File: src/rtl/npu_reg_pkg.sv
// Shared types and constants for the NPU register-port bus master.
// Latency: n/a (declarations only).
// Backpressure: n/a.
//
// Contents: command op encodings, FSM states, the queued command record,
// NPU register address map and STATUS bit positions.
package npu_reg_pkg;

    typedef enum logic [1:0] {
        OP_WRITE    = 2'd0,
        OP_READ     = 2'd1,
        OP_POLL     = 2'd2,
        OP_WAIT_INT = 2'd3
    } op_e;

    typedef enum logic [2:0] {
        ST_IDLE,
        ST_WRITE,
        ST_READ,
        ST_RD_CAP,
        ST_RSP,
        ST_GAP,
        ST_INT_WAIT
    } state_e;

    // One queued command: 2-bit op, 8-bit address, 32-bit data (42 bits).
    typedef struct packed {
        logic [1:0]  op;
        logic [7:0]  adr;
        logic [31:0] dat;
    } cmd_t;

    localparam int CMD_W = $bits(cmd_t);

    // NPU register map (byte addresses).
    localparam logic [7:0] ADR_CTRL   = 8'h00;
    localparam logic [7:0] ADR_STATUS = 8'h04;
    localparam logic [7:0] ADR_OP     = 8'h08;
    localparam logic [7:0] ADR_MSEL   = 8'h0C;
    localparam logic [7:0] ADR_RMAX   = 8'hC0;
    localparam logic [7:0] ADR_RMIN   = 8'hC4;

    // STATUS bit positions; CTRL bit 1 starts a job.
    localparam int STAT_FINISH = 0;
    localparam int STAT_RUN    = 1;
    localparam int CTRL_START  = 1;

endpackage

File: src/rtl/npu_reg_master_if.sv
// Bundle of command, response and NPU register-bus signals for npu_reg_master.
// Latency: n/a (wires only).
// Backpressure: CMD_VALID/CMD_READY on commands, RSP_VALID/RSP_READY on results.
//
// Modports: master = the bus initiator (npu_reg_master),
//           slave  = the environment (command source, result sink, NPU responder).
interface npu_reg_master_if;

    // Command stream
    logic        CMD_VALID;
    logic        CMD_READY;
    logic [1:0]  CMD_OP;
    logic [7:0]  CMD_ADR;
    logic [31:0] CMD_DATA;
    // Result stream
    logic        RSP_VALID;
    logic        RSP_READY;
    logic [31:0] RSP_DATA;
    logic        RSP_ERR;
    // NPU register bus
    logic [7:0]  ADR;
    logic        WR;
    logic [31:0] WDATA;
    logic        RD;
    logic [31:0] RDATA;
    logic        INT;
    // Status
    logic        BUSY;

    modport master (
        input  CMD_VALID, CMD_OP, CMD_ADR, CMD_DATA, RSP_READY, RDATA, INT,
        output CMD_READY, RSP_VALID, RSP_DATA, RSP_ERR, ADR, WR, WDATA, RD, BUSY
    );

    modport slave (
        output CMD_VALID, CMD_OP, CMD_ADR, CMD_DATA, RSP_READY, RDATA, INT,
        input  CMD_READY, RSP_VALID, RSP_DATA, RSP_ERR, ADR, WR, WDATA, RD, BUSY
    );

endinterface

File: src/rtl/npu_reg_cmd_fifo.sv
// Synchronous command FIFO, DEPTH entries of WIDTH bits, first-word fall-through.
// Latency: a pushed entry is visible on pop_dat the cycle after the push.
// Backpressure: full blocks push unless a pop happens in the same cycle.
//
// Ports: clk/rst (async active-high), push/push_dat/full, pop/pop_dat/empty.
module npu_reg_cmd_fifo #(
    parameter int WIDTH = 42,
    parameter int DEPTH = 4
) (
    input  logic             clk,
    input  logic             rst,
    input  logic             push,
    input  logic [WIDTH-1:0] push_dat,
    output logic             full,
    input  logic             pop,
    output logic [WIDTH-1:0] pop_dat,
    output logic             empty
);

    localparam int AW = $clog2(DEPTH);

    logic [WIDTH-1:0] mem_q [DEPTH];
    logic [AW:0]      wr_ptr_q, wr_ptr_d;
    logic [AW:0]      rd_ptr_q, rd_ptr_d;
    logic             do_push, do_pop;

    // Pointers carry one extra wrap bit so full and empty are distinguishable.
    assign empty   = (wr_ptr_q == rd_ptr_q);
    assign full    = (wr_ptr_q[AW] != rd_ptr_q[AW]) &&
                     (wr_ptr_q[AW-1:0] == rd_ptr_q[AW-1:0]);
    assign do_pop  = pop && !empty;
    assign do_push = push && (!full || do_pop);
    assign pop_dat = mem_q[rd_ptr_q[AW-1:0]];

    always_comb begin
        wr_ptr_d = wr_ptr_q;
        rd_ptr_d = rd_ptr_q;
        if (do_push) wr_ptr_d = wr_ptr_q + (AW+1)'(1);
        if (do_pop)  rd_ptr_d = rd_ptr_q + (AW+1)'(1);
    end

    always_ff @(posedge clk or posedge rst) begin
        if (rst) begin
            wr_ptr_q <= '0;
            rd_ptr_q <= '0;
        end else begin
            wr_ptr_q <= wr_ptr_d;
            rd_ptr_q <= rd_ptr_d;
        end
    end

    // Storage needs no reset: entries are only read after being written.
    always_ff @(posedge clk) begin
        if (do_push) mem_q[wr_ptr_q[AW-1:0]] <= push_dat;
    end

endmodule

File: src/rtl/npu_reg_master.sv
// NPU register-port initiator: runs queued WRITE/READ/POLL/WAIT_INT commands.
// Latency: WR 2 cycles after accept; READ result 4 cycles after accept.
// Backpressure: CMD_READY low when the queue is full; FSM holds in RSP until RSP_READY.
//
// Ports: CLK, RESET (async active-high), bus (npu_reg_master_if.master):
//   CMD_* command in, RSP_* result out, ADR/WR/WDATA/RD/RDATA/INT to the NPU, BUSY.
// Optional: define NPU_REG_MASTER_TIMEOUT_EN to bound POLL/WAIT_INT by TIMEOUT
//   cycles and report expiry with RSP_ERR=1; otherwise they wait forever.
module npu_reg_master
    import npu_reg_pkg::*;
#(
    parameter int CMD_DEPTH = 4,
    parameter int POLL_GAP  = 4,
    parameter int TIMEOUT   = 65535
) (
    input  logic             CLK,
    input  logic             RESET,
    npu_reg_master_if.master bus
);

    localparam int GAP_W = (POLL_GAP > 1) ? $clog2(POLL_GAP) : 1;
    localparam logic [GAP_W-1:0] GAP_LOAD = GAP_W'(POLL_GAP - 1);

    // ------------------------------------------------------------------
    // Command queue
    // ------------------------------------------------------------------
    cmd_t             cmd_in;
    cmd_t             head;
    logic [CMD_W-1:0] head_raw;
    logic             fifo_full, fifo_empty, fifo_push, fifo_pop;

    assign cmd_in    = '{op: bus.CMD_OP, adr: bus.CMD_ADR, dat: bus.CMD_DATA};
    assign fifo_push = bus.CMD_VALID && !fifo_full;
    assign head      = cmd_t'(head_raw);

    npu_reg_cmd_fifo #(
        .WIDTH (CMD_W),
        .DEPTH (CMD_DEPTH)
    ) u_cmd_fifo (
        .clk      (CLK),
        .rst      (RESET),
        .push     (fifo_push),
        .push_dat (cmd_in),
        .full     (fifo_full),
        .pop      (fifo_pop),
        .pop_dat  (head_raw),
        .empty    (fifo_empty)
    );

    // ------------------------------------------------------------------
    // FSM state and registered outputs
    // ------------------------------------------------------------------
    state_e             state_q, state_d;
    op_e                op_q, op_d;
    logic [4:0]         bit_q, bit_d;
    logic [GAP_W-1:0]   gap_q, gap_d;
    logic [7:0]         adr_q, adr_d;
    logic [31:0]        wdata_q, wdata_d;
    logic               wr_q, wr_d;
    logic               rd_q, rd_d;
    logic               rsp_valid_q, rsp_valid_d;
    logic [31:0]        rsp_data_q, rsp_data_d;
`ifdef NPU_REG_MASTER_TIMEOUT_EN
    localparam logic [15:0] TMO_LAST = 16'(TIMEOUT - 1);
    logic [15:0]        tmo_q, tmo_d;
    logic [31:0]        last_q, last_d;
    logic               rsp_err_q, rsp_err_d;
`endif

    always_comb begin
        state_d     = state_q;
        op_d        = op_q;
        bit_d       = bit_q;
        gap_d       = gap_q;
        adr_d       = adr_q;
        wdata_d     = wdata_q;
        wr_d        = 1'b0;
        rd_d        = 1'b0;
        rsp_valid_d = rsp_valid_q;
        rsp_data_d  = rsp_data_q;
        fifo_pop    = 1'b0;
`ifdef NPU_REG_MASTER_TIMEOUT_EN
        tmo_d       = tmo_q;
        last_d      = last_q;
        rsp_err_d   = rsp_err_q;
`endif

        unique case (state_q)
            ST_IDLE: begin
                if (!fifo_empty) begin
                    fifo_pop = 1'b1;
                    op_d     = op_e'(head.op);
                    adr_d    = head.adr;
                    wdata_d  = head.dat;
                    bit_d    = head.dat[4:0];
                    unique case (op_e'(head.op))
                        OP_WRITE: begin
                            wr_d    = 1'b1;
                            state_d = ST_WRITE;
                        end
                        OP_READ, OP_POLL: begin
                            rd_d    = 1'b1;
                            state_d = ST_READ;
                        end
                        default: state_d = ST_INT_WAIT;
                    endcase
                end
            end
            ST_WRITE: state_d = ST_IDLE;
            ST_READ:  state_d = ST_RD_CAP;
            ST_RD_CAP: begin
                // RDATA belongs to the RD issued two edges ago.
                if (op_q == OP_READ || bus.RDATA[bit_q]) begin
                    rsp_valid_d = 1'b1;
                    rsp_data_d  = bus.RDATA;
                    state_d     = ST_RSP;
                end else begin
                    gap_d   = GAP_LOAD;
                    state_d = ST_GAP;
                end
            end
            ST_GAP: begin
                if (gap_q == '0) begin
                    rd_d    = 1'b1;
                    state_d = ST_READ;
                end else begin
                    gap_d = gap_q - GAP_W'(1);
                end
            end
            ST_INT_WAIT: begin
                if (bus.INT) begin
                    rsp_valid_d = 1'b1;
                    rsp_data_d  = '0;
                    state_d     = ST_RSP;
                end
            end
            ST_RSP: begin
                if (bus.RSP_READY) begin
                    rsp_valid_d = 1'b0;
                    state_d     = ST_IDLE;
                end
            end
            default: state_d = ST_IDLE;
        endcase

`ifdef NPU_REG_MASTER_TIMEOUT_EN
        // Any freshly posted response is a success unless expiry overrides below.
        if (state_d == ST_RSP && state_q != ST_RSP) rsp_err_d = 1'b0;
        if (state_q == ST_IDLE) begin
            tmo_d  = '0;
            last_d = '0;
        end
        if (state_q == ST_RD_CAP) last_d = bus.RDATA;
        if (op_q != OP_READ &&
            state_q inside {ST_READ, ST_RD_CAP, ST_GAP, ST_INT_WAIT}) begin
            tmo_d = tmo_q + 16'd1;
            // A success decided this same cycle already moved state_d to RSP and wins.
            if (tmo_q == TMO_LAST && state_d != ST_RSP) begin
                rd_d        = 1'b0;
                rsp_valid_d = 1'b1;
                rsp_err_d   = 1'b1;
                rsp_data_d  = (op_q == OP_POLL) ? last_d : 32'd0;
                state_d     = ST_RSP;
            end
        end
`endif
    end

    always_ff @(posedge CLK or posedge RESET) begin
        if (RESET) begin
            state_q     <= ST_IDLE;
            op_q        <= OP_WRITE;
            bit_q       <= '0;
            gap_q       <= '0;
            adr_q       <= '0;
            wdata_q     <= '0;
            wr_q        <= 1'b0;
            rd_q        <= 1'b0;
            rsp_valid_q <= 1'b0;
            rsp_data_q  <= '0;
`ifdef NPU_REG_MASTER_TIMEOUT_EN
            tmo_q       <= '0;
            last_q      <= '0;
            rsp_err_q   <= 1'b0;
`endif
        end else begin
            state_q     <= state_d;
            op_q        <= op_d;
            bit_q       <= bit_d;
            gap_q       <= gap_d;
            adr_q       <= adr_d;
            wdata_q     <= wdata_d;
            wr_q        <= wr_d;
            rd_q        <= rd_d;
            rsp_valid_q <= rsp_valid_d;
            rsp_data_q  <= rsp_data_d;
`ifdef NPU_REG_MASTER_TIMEOUT_EN
            tmo_q       <= tmo_d;
            last_q      <= last_d;
            rsp_err_q   <= rsp_err_d;
`endif
        end
    end

    // ------------------------------------------------------------------
    // Outputs
    // ------------------------------------------------------------------
    assign bus.CMD_READY = !fifo_full;
    assign bus.ADR       = adr_q;
    assign bus.WR        = wr_q;
    assign bus.WDATA     = wdata_q;
    assign bus.RD        = rd_q;
    assign bus.RSP_VALID = rsp_valid_q;
    assign bus.RSP_DATA  = rsp_data_q;
    assign bus.BUSY      = (state_q != ST_IDLE) || !fifo_empty;
`ifdef NPU_REG_MASTER_TIMEOUT_EN
    assign bus.RSP_ERR   = rsp_err_q;
`else
    assign bus.RSP_ERR   = 1'b0;
`endif

endmodule
File: src/flat_wrapper.sv
// flat-port wrapper written by rule: the top's interface ports become plain ports
module npu_reg_master_flat import npu_reg_pkg::*;
#(
    parameter int CMD_DEPTH = 4,
    parameter int POLL_GAP  = 4,
    parameter int TIMEOUT   = 65535
)
  (CLK, RESET, bus_CMD_VALID, bus_CMD_OP, bus_CMD_ADR, bus_CMD_DATA, bus_RSP_READY, bus_RDATA, bus_INT, bus_CMD_READY, bus_RSP_VALID, bus_RSP_DATA, bus_RSP_ERR, bus_ADR, bus_WR, bus_WDATA, bus_RD, bus_BUSY);
  npu_reg_master_if bus_i ();
  input  logic CLK;
  input  logic RESET;
  input wire logic [$bits(bus_i.CMD_VALID)-1:0] bus_CMD_VALID;
  input wire logic [$bits(bus_i.CMD_OP)-1:0] bus_CMD_OP;
  input wire logic [$bits(bus_i.CMD_ADR)-1:0] bus_CMD_ADR;
  input wire logic [$bits(bus_i.CMD_DATA)-1:0] bus_CMD_DATA;
  input wire logic [$bits(bus_i.RSP_READY)-1:0] bus_RSP_READY;
  input wire logic [$bits(bus_i.RDATA)-1:0] bus_RDATA;
  input wire logic [$bits(bus_i.INT)-1:0] bus_INT;
  output wire logic [$bits(bus_i.CMD_READY)-1:0] bus_CMD_READY;
  output wire logic [$bits(bus_i.RSP_VALID)-1:0] bus_RSP_VALID;
  output wire logic [$bits(bus_i.RSP_DATA)-1:0] bus_RSP_DATA;
  output wire logic [$bits(bus_i.RSP_ERR)-1:0] bus_RSP_ERR;
  output wire logic [$bits(bus_i.ADR)-1:0] bus_ADR;
  output wire logic [$bits(bus_i.WR)-1:0] bus_WR;
  output wire logic [$bits(bus_i.WDATA)-1:0] bus_WDATA;
  output wire logic [$bits(bus_i.RD)-1:0] bus_RD;
  output wire logic [$bits(bus_i.BUSY)-1:0] bus_BUSY;
  assign bus_i.CMD_VALID = bus_CMD_VALID;
  assign bus_i.CMD_OP = bus_CMD_OP;
  assign bus_i.CMD_ADR = bus_CMD_ADR;
  assign bus_i.CMD_DATA = bus_CMD_DATA;
  assign bus_i.RSP_READY = bus_RSP_READY;
  assign bus_i.RDATA = bus_RDATA;
  assign bus_i.INT = bus_INT;
  assign bus_CMD_READY = bus_i.CMD_READY;
  assign bus_RSP_VALID = bus_i.RSP_VALID;
  assign bus_RSP_DATA = bus_i.RSP_DATA;
  assign bus_RSP_ERR = bus_i.RSP_ERR;
  assign bus_ADR = bus_i.ADR;
  assign bus_WR = bus_i.WR;
  assign bus_WDATA = bus_i.WDATA;
  assign bus_RD = bus_i.RD;
  assign bus_BUSY = bus_i.BUSY;
  npu_reg_master #(.CMD_DEPTH(CMD_DEPTH), .POLL_GAP(POLL_GAP), .TIMEOUT(TIMEOUT)) u_core (.CLK(CLK), .RESET(RESET), .bus(bus_i));
endmodule
File: config.mk
export PLATFORM = sky130hd
export DESIGN_NAME = npu_reg_master_flat
export DESIGN_NICKNAME = d
export VERILOG_FILES = /design/src/rtl/npu_reg_pkg.sv /design/src/rtl/npu_reg_master_if.sv /design/src/rtl/npu_reg_cmd_fifo.sv /design/src/rtl/npu_reg_master.sv /design/src/flat_wrapper.sv
export SDC_FILE = /design/constraint.sdc
export NUM_CORES = 1
export LEC_CHECK = 0
export CAP_MARGIN = 20
export CORE_MARGIN = 10
export CORE_UTILIZATION = 59
export DETAILED_ROUTE_END_ITERATION = 7
export GPL_ROUTABILITY_DRIVEN = 0
export GPL_TIMING_DRIVEN = 0
export HOLD_SLACK_MARGIN = 0.1
export MAX_ROUTING_LAYER = met4
export PLACE_DENSITY = 0.92
export SYNTH_ARGS = -nofsm -noshare
export SYNTH_HDL_FRONTEND = slang
export SYNTH_SLANG_ARGS = --single-unit
File: constraint.sdc
create_clock -name CLK -period 9.1 [get_ports CLK]
set_input_delay 2.73 -clock CLK [delete_from_list [all_inputs] [get_ports CLK]]
set_output_delay 2.73 -clock CLK [all_outputs]
set_load 0.02 [all_outputs]
# After elaboration in Yosys (flattened, before gate mapping)

Memory sizes are Yosys's and may differ from the RTL's.
Index checks and enable logic that the tools add are counted.

Bits in registers: 93
RAM bits: 168
Input port bits: 79
Output and inout bits: 78
Logic and storage cells: 88
Memories: 1

Memories:

| name                    | words | bits a word | read ports | clocked after memory_dff | write ports | RTL line               | RTL |
|---|---|---|---|---|---|---|---|
| u_core.u_cmd_fifo.mem_q | 4     | 42          | 1          | 0                        | 1           | npu_reg_cmd_fifo.sv:22 | `logic [WIDTH-1:0] mem_q [DEPTH];` |

Add/subtract/negate cells: 3
$lt $le $gt $ge: 1
Equality and inequality tests: 18
Mux-type cells: 30
Bitwise logic cells: 1
Reductions and logical operators: 22

Operator list:

| operator              | count |
|---|---|
| $mux W32              | 2 |
| $pmux W32 S2          | 1 |
| $pmux W3 S6           | 1 |
| $mux W1               | 15 |
| $mux W3               | 4 |
| $ne A2 B2 Y1 const B  | 5 |
| $eq A3 B3 Y1 const B  | 3 |
| $reduce_and A4 Y1     | 2 |
| $add A3 B1 Y3 const B | 2 |
| $eq A3 B2 Y1 const B  | 2 |
| $lt A5 B6 Y1 const B  | 1 |
| $pmux W3 S2           | 1 |
| $reduce_and A3 Y1     | 2 |
| $reduce_bool A3 Y1    | 2 |
| $bmux W1 S5           | 1 |
| $eq A2 B1 Y1 const B  | 2 |
| $logic_and A1 B1 Y1   | 4 |
| $logic_not A2 Y1      | 2 |
| $mux W2               | 2 |
| $ne A2 B1 Y1 const B  | 2 |
| $pmux W2 S2           | 1 |
| $reduce_bool A2 Y1    | 2 |
| $eq A3 B3 Y1          | 1 |
| $logic_not A3 Y1      | 1 |
| 11 further kinds      | 14 |

# Depth between registers and ports, before layout

Depth after elaboration: 8
Depth in mapped cells: 8
Mapped depth without buffers: 6

# Cells and area by module

From an unflattened synthesis, not the netlist that was laid out.

Cell total of the unflattened synthesis: 514
Area total of the unflattened synthesis: 10075.9 um^2

By module, submodules not included:

| module           | instances | cells each | area each (um^2) | seq. area each (um^2) |
|---|---|---|---|---|
| npu_reg_cmd_fifo | 1         | 256        | 6495.0           | 5195.0 |
| npu_reg_master   | 1         | 258        | 3580.9           | 2052.0 |

# Least setup slack after synthesis

OpenSTA, ideal clock, no wires.

Path type: register -> output
From: reg u_core.u_cmd_fifo.rd_ptr_q[1]
To: out bus_BUSY
Arrival: 1575 ps
Required time: 6370 ps
Path slack: 4795 ps
Cell stages (with the launch flop): 5
Path buffers: 1
Path through: dfrtp_1 > buf_2 > xor2_1 > or3_1 > or4_1

Longest elaborated chain between the ends: 3

Ends and longest elaborated chain:

| element                | RTL line               | RTL |
|---|---|---|
| from (decl)            | npu_reg_cmd_fifo.sv:24 | `logic [AW:0] rd_ptr_q, rd_ptr_d;` |
| from (signal assigned) | npu_reg_cmd_fifo.sv:48 | `rd_ptr_q <= rd_ptr_d;` |
| $eq A3 B3 Y1           | npu_reg_cmd_fifo.sv:28 | `assign empty = (wr_ptr_q == rd_ptr_q);` |
| $logic_not A1 Y1       | -                      |  |
| $logic_or A1 B1 Y1     | npu_reg_master.sv:215  | `assign bus.BUSY = (state_q != ST_IDLE) \|\| !fifo_empty;` |
| to (decl)              | flat_wrapper.sv:27     | `output wire logic [$bits(bus_i.BUSY)-1:0] bus_BUSY;` |

No other way between the ends.

# Worst setup path in the final report

Same ends and word-level chain as after synthesis.

==> impl_metrics.ini <==
[timing]
fin_skew_ps = 13.3
hold_viol_final = 0
relSlewSlack_pct = 39.6
rsz0062_at_grt = false
fin_ws_ps = 3680
setup-violations-final = 0
drv_slew = 0
finalCriticalPeriod_ps = 5420
tightest_slew_ps = 907
period_share_pct = 59.6
max_freq_mhz = 184
fin_tns_setup_ps = 0

[clock_network]
root_buffer = clkbuf_16
post_cts_buffers = 0
cts_hold_buf = 0
cts.sinks = 256
cts_tree = done
cts_made_buffers = 26
h-tree-depth = 1
clk_latency_ps = 520
clockBufferDepth = 3
clkTransAtPathRegs_ps = 60
ctsResizeCount = 0

[yosys]
syn_inst = 691
synth.distinct_cells = 46
ys.flop_type = edfxtp_1
synth_nets = 779
ys_ff_latch = 256
synth_warnings = 0
synth_edf_count = 168
async_flop_share_pct = 34.4
avgSynthCellArea_um2 = 16.0
yosysSeqAreaShare_pct = 65.5
syn_area_mm2 = 0.0111

[routing]
avgViaCountPerCell = 6.15
vias = 6973
ant_nets = 0
dr.pass1.iters = 6
wirelength_um = 27200
wire_per_inst_um = 24.0
drt-initial-drc-count = 473
drc = 0

[power]
leakage_uw = 0.00494
powerDensity_mw_per_mm2 = 371
vdd_drop_max_uv = 215

[critical_path]
r2r_start = u_core.bus.WDATA[2]$_DFFE_PP0P_
cp-startpoint = u_core.u_cmd_fifo.rd_ptr_q[1]$_DFFE_PP0P_
path_max_fanout = 8
worstSetupEndpointType = output port
critPathBufInv = 2
crit_slowest_cell = clkdlybuf4s50_1
critPathRequiredTime_ps = 6370
path_depth = 5
r2r_setup_slack_ps = 6660
rr_worst_depth = 7
critPathLaunchType = register
crit_chain = buf_2 > xor2_1 > or3_1 > or4_1 > clkdlybuf4s50_1
max_stage_delay_ps = 560
crit_type = reg2out
worstPathArrival_ps = 2690
crit_family = simple AND/OR/NAND/NOR gates

[grt]
grt-busiest-layer = met2
grt_first_pass_wirelength_um = 42600
grt_use_total_pct = 22.8
grt_overflow_total = 0
met2_usage_pct = 38.9
antenna_found_initial = 1
grt_pass1_vias = 7384
grtUsageMet3_pct = 5.38
grt_use_met1_pct = 27.5
grt_max_degree = 56

[floorplanning]
die_area_mm2 = 0.0246
start_util_pct = 59.5
rows = 50
ios = 157
core-area_mm2 = 0.0186
die_h_um = 157
dieWidth_um = 157

[finish]
nets = 967
fill_cells = 1088
area_growth_syn_to_layout_pct = 25.9
drive_above_1_share_pct = 18.5

[worst_hold_path]
min_path_cells = 1
worstHoldStart = u_core.op_q[0]$_DFFE_PP0P_
hold_class = reg2reg

[status]
status = finished, final reports clean

[run]
drv_cap = 0

[place]
post-place-ws_ps = 4220
io_buffer_count = 155
hpwl_um = 18000
## registers in the layout (all words and copies together), names as in the netlist
signal,flops
u_core.bus.ADR,8
u_core.u_cmd_fifo.mem_q,168
u_core.bus.RSP_VALID,1
u_core.bus.RD,1
u_core.u_cmd_fifo.rd_ptr_q,3
u_core.bus.WDATA,32
u_core.bus.WR,1
u_core.gap_q,2
u_core.state_q,3
u_core.u_cmd_fifo.wr_ptr_q,3
u_core.op_q,2
u_core.bus.RSP_DATA,32
## power breakdown
group          leakage [µW]  switching (µW)  internal [µW]
clock network      0.000434             443            663
logic               0.00189            1240            991
registers           0.00262             199           1620
total               0.00494            1880           3280
## cell usage after synthesis (6+ instances only)
cell / count / area share [%]
mux2i_1: 8 / 0.72
nor2b_1: 6 / 0.34
o21ai_2: 29 / 2.3
and2_1: 34 / 1.9
nand2_1: 74 / 2.5
ha_1: 9 / 1.0
o21ai_1: 7 / 0.32
a211oi_1: 33 / 2.2
dfrtp_1: 88 / 20
clkbuf_1: 22 / 0.75
mux2_1: 42 / 4.3
edfxtp_1: 168 / 46
a21oi_1: 7 / 0.32
a41oi_1: 32 / 2.5
buf_2: 20 / 0.91
inv_1: 9 / 0.31
mux4_2: 46 / 9.4
## layer usage
layer  routed length, µm  share of wire (%)
met4                 418                1.5
met1               10300                 38
met2               14000                 51
met3                2590                9.5
met5                   0                  0
## layout by cell type, fill, tap and decap left out, types with 6 or more instances in the layout
cell type and instances:
mux4_2 46, a21oi_1 7, mux2i_1 8, a211oi_1 33, clkbuf_8 6, mux2_1 42, o21ai_2 29, clkdlybuf4s50_1 155
a41oi_1 32, clkbuf_1 28, and2_1 34, dfrtp_1 88, buf_2 20, edfxtp_1 168, o21ai_1 7, ha_1 9
inv_1 8, nor2b_1 6, clkbuf_16 26, nand2_1 74
## path summary, 6_finish.rpt
check	endpoint
worst max-delay path	bus_BUSY
worst min-delay path	u_core.op_q[0]$_DFFE_PP0P_
worst max register to register	u_core.bus.RSP_DATA[5]$_DFFE_PP0P_
worst min register to register	u_core.op_q[0]$_DFFE_PP0P_
max in group asynchronous	u_core.bus.RSP_DATA[19]$_DFFE_PP0P_
min in group asynchronous	u_core.bus.ADR[2]$_DFFE_PP0P_
## cell families after synthesis
group                      share of synthesized area (%)
xor gates and xnor gates                           0.634
muxes                                               14.6
and+or+nand+nor                                     6.49
buffers and inverters                               3.01
DFF                                                 65.5
other                                             0.0339
AOI/OAI and AO/OA                                   8.70
adders and majority gates                           1.02
## through the flow
step	power (µW)	hold slack (ps)	std cells	util (%)	instance area [µm²]
after detailed placement	4050	474	1085	70.1	13000
after CTS	5190	485	1133	74.9	13900
final	5160	482	1134	74.9	13900
after floorplan	3240	450	691	-	11100
after global routing	5410	497	1134	74.9	13900
after global placement	3940	465	1080	69.4	12900
## cell type report
cell class,instances,area [µm²],share of cell area [%]
inverters,9,36.3,0.261
well taps,234,293,2.10
diodes,1,2.50,0.0180
repair buffers,160,1660,11.9
clock buffers,38,756,5.43
multi-input cells,373,3480,25.0
flip-flops and latches,256,7250,52.1
plain buffers,53,299,2.15
clock inverters,10,144,1.03
Power figures use the tool's default switching activity.
